--- config.mk ---
export PLATFORM = sky130hd
export DESIGN_NAME = spk_out_gen
export DESIGN_NICKNAME = d
export VERILOG_FILES = /design/src/rtl/spk_out_gen.sv
export SDC_FILE = /design/constraint.sdc
export NUM_CORES = 1
export LEC_CHECK = 0
export CAP_MARGIN = 20
export CORE_MARGIN = 2
export CORE_UTILIZATION = 38
export CTS_BUF_LIST = sky130_fd_sc_hd__clkbuf_16
export CTS_CLUSTER_DIAMETER = 200
export CTS_CLUSTER_SIZE = 14
export DETAILED_ROUTE_END_ITERATION = 8
export PLACE_DENSITY = 0.62
export SYNTH_ARGS = -nofsm -noshare
export SYNTH_HDL_FRONTEND = slang
export SYNTH_SLANG_ARGS = --single-unit
--- constraint.sdc ---
create_clock -name clk -period 10.14 [get_ports clk]
set_input_delay 1.014 -clock clk [delete_from_list [all_inputs] [get_ports clk]]
set_output_delay 1.014 -clock clk [all_outputs]
set_load 0.02 [all_outputs]
--- src/rtl/spk_out_gen.sv ---
// spk_out_gen: turns soma fire results into SPIKE packets and streams soma memory as DATA/DATA_END.
// Optional SPK_OUT_PKT_CNT_EN adds a saturating SPIKE transfer counter on port spk_cnt.
module spk_out_gen #(
    parameter int NNW = 12,
    parameter int SW  = 24,
    parameter int FTW = 3,
    parameter int FD  = 3
) (
    input  logic           clk,
    input  logic           rst_n,
    input  logic           scan_vld,
    input  logic           scan_fire,
    input  logic           scan_last,
    output logic           scan_rdy,
    input  logic [NNW-1:0] x_out,
    input  logic [NNW-1:0] y_out,
    input  logic           rd_req,
    input  logic [NNW-1:0] rd_len,
    output logic           soma_rd_en,
    output logic [NNW-1:0] soma_rd_addr,
    input  logic [SW-1:0]  soma_rd_data,
    output logic           spk_out_vld,
    output logic [SW-1:0]  spk_out_data,
    output logic [FTW-1:0] spk_out_type,
    input  logic           spk_out_rdy,
    output logic           busy
`ifdef SPK_OUT_PKT_CNT_EN
    ,
    output logic [31:0]    spk_cnt
`endif
);
    localparam int FW = SW / 3;
    localparam logic [NNW-1:0] ONE = 1;
    localparam logic [FTW-1:0] T_SPIKE = 0, T_DATA = 1, T_END = 2;

    typedef enum logic [2:0] {IDLE, DRAIN, RD, CAP, TX} state_t;
    state_t state, nxt;

    logic [SW-1:0]  mem [1<<FD];
    logic [FD-1:0]  wp, rp;
    logic [FD:0]    cnt;
    logic [NNW-1:0] xc, yc, zc, rem, addr;
    logic [SW-1:0]  data_r;
    logic [FTW-1:0] type_r;
    logic           empty, full, acc, push, pop, spike_vld, xw, yw;

    assign empty     = cnt == '0;
    assign full      = cnt[FD];
    assign scan_rdy  = state == IDLE && !full;
    assign acc       = scan_vld && scan_rdy;
    assign push      = acc && scan_fire;
    assign spike_vld = (state == IDLE || state == DRAIN) && !empty;
    assign pop       = spike_vld && spk_out_rdy;
    assign xw        = xc == x_out - ONE;
    assign yw        = yc == y_out - ONE;

    assign spk_out_vld  = state == TX || spike_vld;
    assign spk_out_data = state == TX ? data_r : spike_vld ? mem[rp] : '0;
    assign spk_out_type = state == TX ? type_r : T_SPIKE;
    assign soma_rd_en   = state == RD;
    assign soma_rd_addr = addr;
    assign busy         = state != IDLE || !empty;

    always_ff @(posedge clk or negedge rst_n)
        if (!rst_n) state <= IDLE;
        else        state <= nxt;

    always_comb begin
        nxt = state;
        case (state)
            IDLE:    nxt = rd_req ? DRAIN : IDLE;
            DRAIN:   nxt = empty ? RD : DRAIN;
            RD:      nxt = CAP;
            CAP:     nxt = TX;
            TX:      nxt = spk_out_rdy ? (rem == ONE ? IDLE : RD) : TX;
            default: nxt = IDLE;
        endcase
    end

    always_ff @(posedge clk or negedge rst_n)
        if (!rst_n) begin
            rem    <= '0;
            addr   <= '0;
            data_r <= '0;
            type_r <= '0;
        end else begin
            if (state == IDLE && rd_req) begin
                rem  <= rd_len == '0 ? ONE : rd_len;
                addr <= '0;
            end
            if (state == CAP) begin
                data_r <= soma_rd_data;
                type_r <= rem == ONE ? T_END : T_DATA;
            end
            if (state == TX && spk_out_rdy) begin
                rem  <= rem - ONE;
                addr <= addr + ONE;
            end
        end

    // Entries are written before the counters advance, so each holds the fired neuron's own coordinates
    always_ff @(posedge clk)
        if (push) mem[wp] <= {zc[FW-1:0], yc[FW-1:0], xc[FW-1:0]};

    always_ff @(posedge clk or negedge rst_n)
        if (!rst_n) begin
            wp  <= '0;
            rp  <= '0;
            cnt <= '0;
            xc  <= '0;
            yc  <= '0;
            zc  <= '0;
        end else begin
            wp  <= push ? wp + 1'b1 : wp;
            rp  <= pop ? rp + 1'b1 : rp;
            cnt <= cnt + (FD+1)'(push) - (FD+1)'(pop);
            if (acc) begin
                xc <= scan_last || xw ? '0 : xc + ONE;
                yc <= scan_last || (xw && yw) ? '0 : xw ? yc + ONE : yc;
                zc <= scan_last ? '0 : xw && yw ? zc + ONE : zc;
            end
        end

`ifdef SPK_OUT_PKT_CNT_EN
    always_ff @(posedge clk or negedge rst_n)
        if (!rst_n)                     spk_cnt <= '0;
        else if (pop && spk_cnt != '1)  spk_cnt <= spk_cnt + 32'd1;
`endif
endmodule

# [After elaboration in Yosys (flattened, before gate mapping)]
# Memory sizes are Yosys's and may differ from the RTL's.
# Index checks and enable logic that the tools add are counted.
[totals] regBits=100 ramBits=192 output_inout_bits=43 word_cells=75 mem_count=1
[memory_table] name="mem" words=8 word_bits=24 rd=1 rd_ports_with_merged_regs=0 wr=1 line_no="39" source="logic [SW-1:0] mem [1<<FD];"
[op_classes] add_sub_neg=11 n_eq_ne=7 mux=21 n_reduce_logical=24
[ops] operator="$mux W12" n=10
[ops] operator="$add A12 B1 Y12 const B" n=4
[ops] operator="$mux W24" n=2
[ops] operator="$sub A12 B1 Y12 const B" n=3
[ops] operator="$eq A12 B12 Y1" n=2
[ops] operator="$pmux W3 S5" n=1
[ops] operator="$eq A12 B1 Y1 const B" n=1
[ops] operator="$logic_not A12 Y1" n=1
[ops] operator="$logic_and A1 B1 Y1" n=8
[ops] operator="$add A3 B1 Y3 const B" n=2
[ops] operator="$eq A3 B2 Y1 const B" n=2
[ops] operator="$mux W2" n=3
[ops] operator="$mux W3" n=2
[ops] operator="$reduce_bool A2 Y1" n=3
[ops] operator="$logic_or A1 B1 Y1" n=5
[ops] operator="$add A4 B1 Y4" n=1
[ops] operator="$logic_not A4 Y1" n=1
[ops] operator="$reduce_and A2 Y1" n=2
[ops] operator="$sub A4 B1 Y4" n=1
[ops] operator="$eq A3 B1 Y1 const B" n=1
[ops] operator="$eq A3 B3 Y1 const B" n=1
[ops] operator="$logic_not A3 Y1" n=1
[ops] operator="$mux W1" n=3
[ops] operator="$reduce_bool A3 Y1" n=1
[ops] operator="$logic_not A1 Y1" n=2

# [Depth between registers and ports, before layout]
[depth] word_depth=6 mapped_depth=12

# [Worst setup path after synthesis]
# Ideal clock, no wire load.
[synth_path] path_type="flip-flop to flip-flop" from="reg state[2]" to="mem mem[0][0] (enable)" setup_ns=0.435 arrival_time_ns=3.960 required_ns=9.705 slack_ns=5.745 stages_incl_launch_ff=8 n_path_buf=2 synth_period_minus_slack_ns=4.395 cell_sequence="dfrtp_1 > clkbuf_1 > nor4_1 > and2_1 > buf_2 > nand2_1 > or2_2 > nor3_1"
[synth_between] elab_chain_len=6
[synth_rtl] element="start, declared" line_no="37" source="state_t state, nxt;"
[synth_rtl] element="start signal, assigned" line_no="66" source="else state <= nxt;"
[synth_rtl] element="$logic_not A3 Y1" line_no="49" source="assign scan_rdy = state == IDLE && !full;"
[synth_rtl] element="$logic_and A1 B1 Y1" line_no="49"
[synth_rtl] element="net scan_rdy" line_no="14" source="output logic scan_rdy,"
[synth_rtl] element="$logic_and A1 B1 Y1" line_no="50" source="assign acc = scan_vld && scan_rdy;"
[synth_rtl] element="$logic_and A1 B1 Y1" line_no="51" source="assign push = acc && scan_fire;"
[synth_rtl] element="$mux W1" line_no="103" source="if (push) mem[wp] <= {zc[FW-1:0], yc[FW-1:0], xc[FW-1:0]};"
[synth_rtl] element="$mux W1 (implied by the code)" line_no="103"
[synth_rtl] element="end, declared" line_no="39"
# The timed path passes the listed nets, and every way through them passes these cells.

# [Worst setup path after layout]
[layout_path] from="reg rp[0]" to="out spk_out_data[16]"
[layout_between] elab_chain_len=3
[layout_rtl] element="start, declared" line_no="40" source="logic [FD-1:0] wp, rp;"
[layout_rtl] element="start signal, assigned" line_no="115" source="rp <= pop ? rp + 1'b1 : rp;"
[layout_rtl] element="$mem_v2 Z8 W24"
[layout_rtl] element="$mux W24 (2 in a row)" line_no="58" source="assign spk_out_data = state == TX ? data_r : spike_vld ? mem[rp] : '0;"
[layout_rtl] element="end, declared" line_no="23" source="output logic [SW-1:0] spk_out_data,"
# No other way between the ends.

==> run_results.csv <==
group,metric,value,unit
run_status,outcome,"finished, final reports clean",
setup_path,cp-end-kind,"output pin",
clock_tree,cts_tree,"yes",
synthesis,syn-cell-area,0.0130,mm2
floorplan,dieArea,0.0357,mm2
timing,grt_setup_unrepaired,"no",
setup_path,regToRegStartpoint,"state[2]",
placed_design,placed_cell_area,0.0146,mm2
setup_path,reg2reg_depth,6,
floorplan,core_area,0.0336,mm2
setup_path,crit_start,"rp[0]",
pwr,peakVddDrop,0.000143,V
clock_tree,path_clk_slew,0.07,ns
final_layout,diodes,0,
synthesis,synth_top_flop_cell,"edfxtp_1",
floorplan,die_y,189,um
grt,grt_antenna_before_repair,0,
final_layout,final_nets,1153,
pwr,total_power,3.80,mW
setup_path,slowest_delay,0.77,ns
synthesis,yosys_register_bits,287,
setup_path,crit_family,"buffers and inverters",
clock_tree,clock-root-buffer,"clkbuf_16",
timing,fmax,0.232,GHz
routing,drc,0,
pwr,p_seq_share,42.2,%
setup_path,critPathArrivalTime,3.29,ns
pwr,switching_share,34.8,%
setup_path,reg2reg_slack,6.71,ns
setup_path,critPathBufInv,2,
setup_path,required,9.13,ns
timing,period_share,42.5,%
setup_path,critPathMaxFanout,50,
clock_tree,cts_max_level,1,
setup_path,critPathSlowestCell,"buf_4",
placed_design,gp_congestion,0.814,
final_layout,drive_gt1_share,10.6,%
clock_tree,cts_hold_buf,0,
setup_path,crit_chain,"buf_4, mux4_2, mux2i_1, o21ai_0, clkdlybuf4s50_1",
synthesis,synthDistinctLibCells,67,
routing,firstDrtPassIters,6,
synthesis,ys_seq_area_share,62.7,%
pwr,power.share.clock,22.2,%
floorplan,io_pins,110,
synthesis,syn-instance-count,975,
final_layout,syn_to_final_growth,17.4,%
floorplan,fp.dieW,189,um
routing,drt_iter0_markers,514,
final_layout,final_area,0.0153,mm2
grt,grt_pass1_wl,45400,um
routing,wl_per_cell,18.6,um
routing,wirelength,28600,um
pwr,p_leak,5.41,nW
synthesis,synth_top_area_cell,"edfxtp_1",
synthesis,synth_edf_count,192,
pwr,p_sw,1.32,mW
synthesis,synth_nets,1058,
pwr,p_comb_share,35.7,%
pwr,intPower,2.48,mW
synthesis,synth.most_common_cell,"edfxtp_1",
timing,tightest_slew,1.02,ns
clock_tree,cts_resized,0,
timing,fin_setup_tns,0,ns
timing,setup_viol,0,
grt,grt_overflow,0,
routing,viasPerCell,5.31,
setup_path,r2r_end,"mem[4][3]",
timing,final-max-slew-violation-count,0,
pwr,cellPowerDensity,249,mW/mm2
synthesis,async_flop_share,33.1,%
setup_path,cp.depth,5,
timing,hold_violations,0,
clock_tree,cts_setup_buffers,0,
floorplan,rows,67,
timing,slew-limit-headroom,32.1,%
synthesis,syn_avg_cell_area,13.3,um2
synthesis,yosys_warnings,0,
routing,vias,8146,
clock_tree,cts.sinks,287,
run,cap_violations,0,
synthesis,synth_top_area_share,44.4,%
floorplan,start_util,38.7,%
setup_path,crit_path_end,"spk_out_data[16]",
setup_path,start_kind,"flip-flop",
worst_hold_path,hold_class,"input pin to asynchronous set/reset pin",
clock_tree,cts.path.max_buffers,3,
grt,grt_use_total,16.0,%
timing,min_period,4.31,ns
placed_design,dp.final_hpwl,18500,um
clock_tree,cts_inserted_buffers,24,
synthesis,synth_area_leaders,"edfxtp_1, dfrtp_1, mux4_2, nand2_1, mux2i_1",
clock_tree,insertion_delay,0.52,ns
grt,grt_start_max_net_pins,56,
grt,first_global_vias,8087,
final_layout,nFillCells,3010,
placed_design,port-buffer-count,108,
routing,ant_nets,0,
setup_path,critPathKind,"flip-flop to output pin",
timing,finClkSkew,0.00877,ns
synthesis,synth_commonest_cells,"edfxtp_1, nand2_1, dfrtp_1",
==> stage by stage <==
step / cells / setup slack, ns / hold slack [ns] / util (%)
after floorplan: 975 / 5.75 / 0.439 / -
after detailed placement: 1492 / 5.56 / 0.462 / 43.3
after global placement: 1492 / 5.69 / 0.457 / 43.3
after CTS: 1535 / 5.70 / 0.480 / 45.4
final: 1535 / 5.83 / 0.480 / 45.4
after global routing: 1535 / 5.53 / 0.500 / 45.4
==> worst reg2reg max path, delay by kind of cell, from the launching register on <==
family                 cells  cell delay, ns
AND/OR/NAND/NOR            5            2.34
flip-flops                 1            0.49
buffers and inverters      1            0.22
==> final cells by class <==
class | count | area, um2 | area share (%)
clock inverters | 18 | 72.6 | 0.476
multi-input cells | 615 | 4620 | 30.2
flip-flops and latches | 287 | 8150 | 53.4
inverters | 25 | 93.8 | 0.615
well taps | 448 | 561 | 3.67
repair buffers | 117 | 1150 | 7.51
clock buffers | 25 | 626 | 4.10
==> kinds of logic (layout without fill, tap and decap cells) <==
group	Yosys count	after routing	share of synthesized area (%)
simple gates	344	344	13.2
flops	287	287	62.7
compound gates	140	140	7.14
mux	77	77	10.6
buf+inv	73	185	2.31
xor+xnor	37	37	2.49
fa+ha+maj	16	16	1.60
other cells	1	1	0.0289
==> per-layer routing <==
metal,vias up,share of wire (%),global-route usage [%]
met5,-,0,0
met4,0,1.3,3.31
met3,32,5.4,2.34
met2,200,47,26.4
met1,4048,46,22.7
li1,3866,-,-
==> power by group through the flow <==
stage	sequential (mW)	clock (mW)	combinational [mW]
after floorplan	1.55	0	0.894
after global placement	1.62	0	1.36
after detailed placement	1.62	0	1.38
after CTS	1.60	0.866	1.38
after global routing	1.63	0.909	1.48
final	1.60	0.842	1.36
==> sequential cells by signal (all words and copies together), names as in the netlist <==
| name | count |
|---|---|
| xc | 12 |
| rp | 3 |
| yc | 12 |
| mem | 192 |
| type_r | 2 |
| soma_rd_addr | 12 |
| data_r | 24 |
| rem | 12 |
| state | 3 |
| wp | 3 |
| zc | 8 |
| cnt | 4 |
==> how the worst min path moves through the flow <==
stage,startpoint,end,slack (ns),depth (start not counted)
2_1_floorplan,type_r[1],type_r[1],0.44,2
3_3_place_gp,type_r[1],type_r[1],0.46,2
3_5_place_dp,data_r[16],data_r[16],0.46,2
4_1_cts,rst_n,rem[8],0.48,1
5_1_grt,type_r[0],type_r[0],0.50,1
6_report,rst_n,rem[7],0.48,1
==> placed cells by master (no fill, tap or decap), types with 4 or more instances in the layout <==
master           Yosys  final
a22o_1               5      5
nand2_1            156    156
nand3b_1             4      4
o211ai_1             6      6
or4_1               17     17
nand2b_1             7      7
nor3b_1              8      7
nand4_1             10     10
and3_1              10     10
edfxtp_1           192    192
and2_1               9      9
xor2_1              10     10
mux2i_1             25     25
nor4_1              14     14
nor3_1              15     13
or3_1                6      6
xnor2_1             27     27
dfrtp_1             95     93
o21ai_0             44     44
ha_1                15     15
buf_4                2     10
o31ai_1             14     14
o21ai_1              8      8
inv_1               25     42
clkdlybuf4s50_1      0    107
a21oi_1             24     24
nand3_1             30     30
nor2_4               0      6
mux4_2              48     48
mux2_2               4      4
a21o_1               6      6
nor2b_1              5      5
clkbuf_16            0     25
nor2_1              38     31
o311ai_0             5      5
Note: power is estimated with default switching activity, not from simulation.
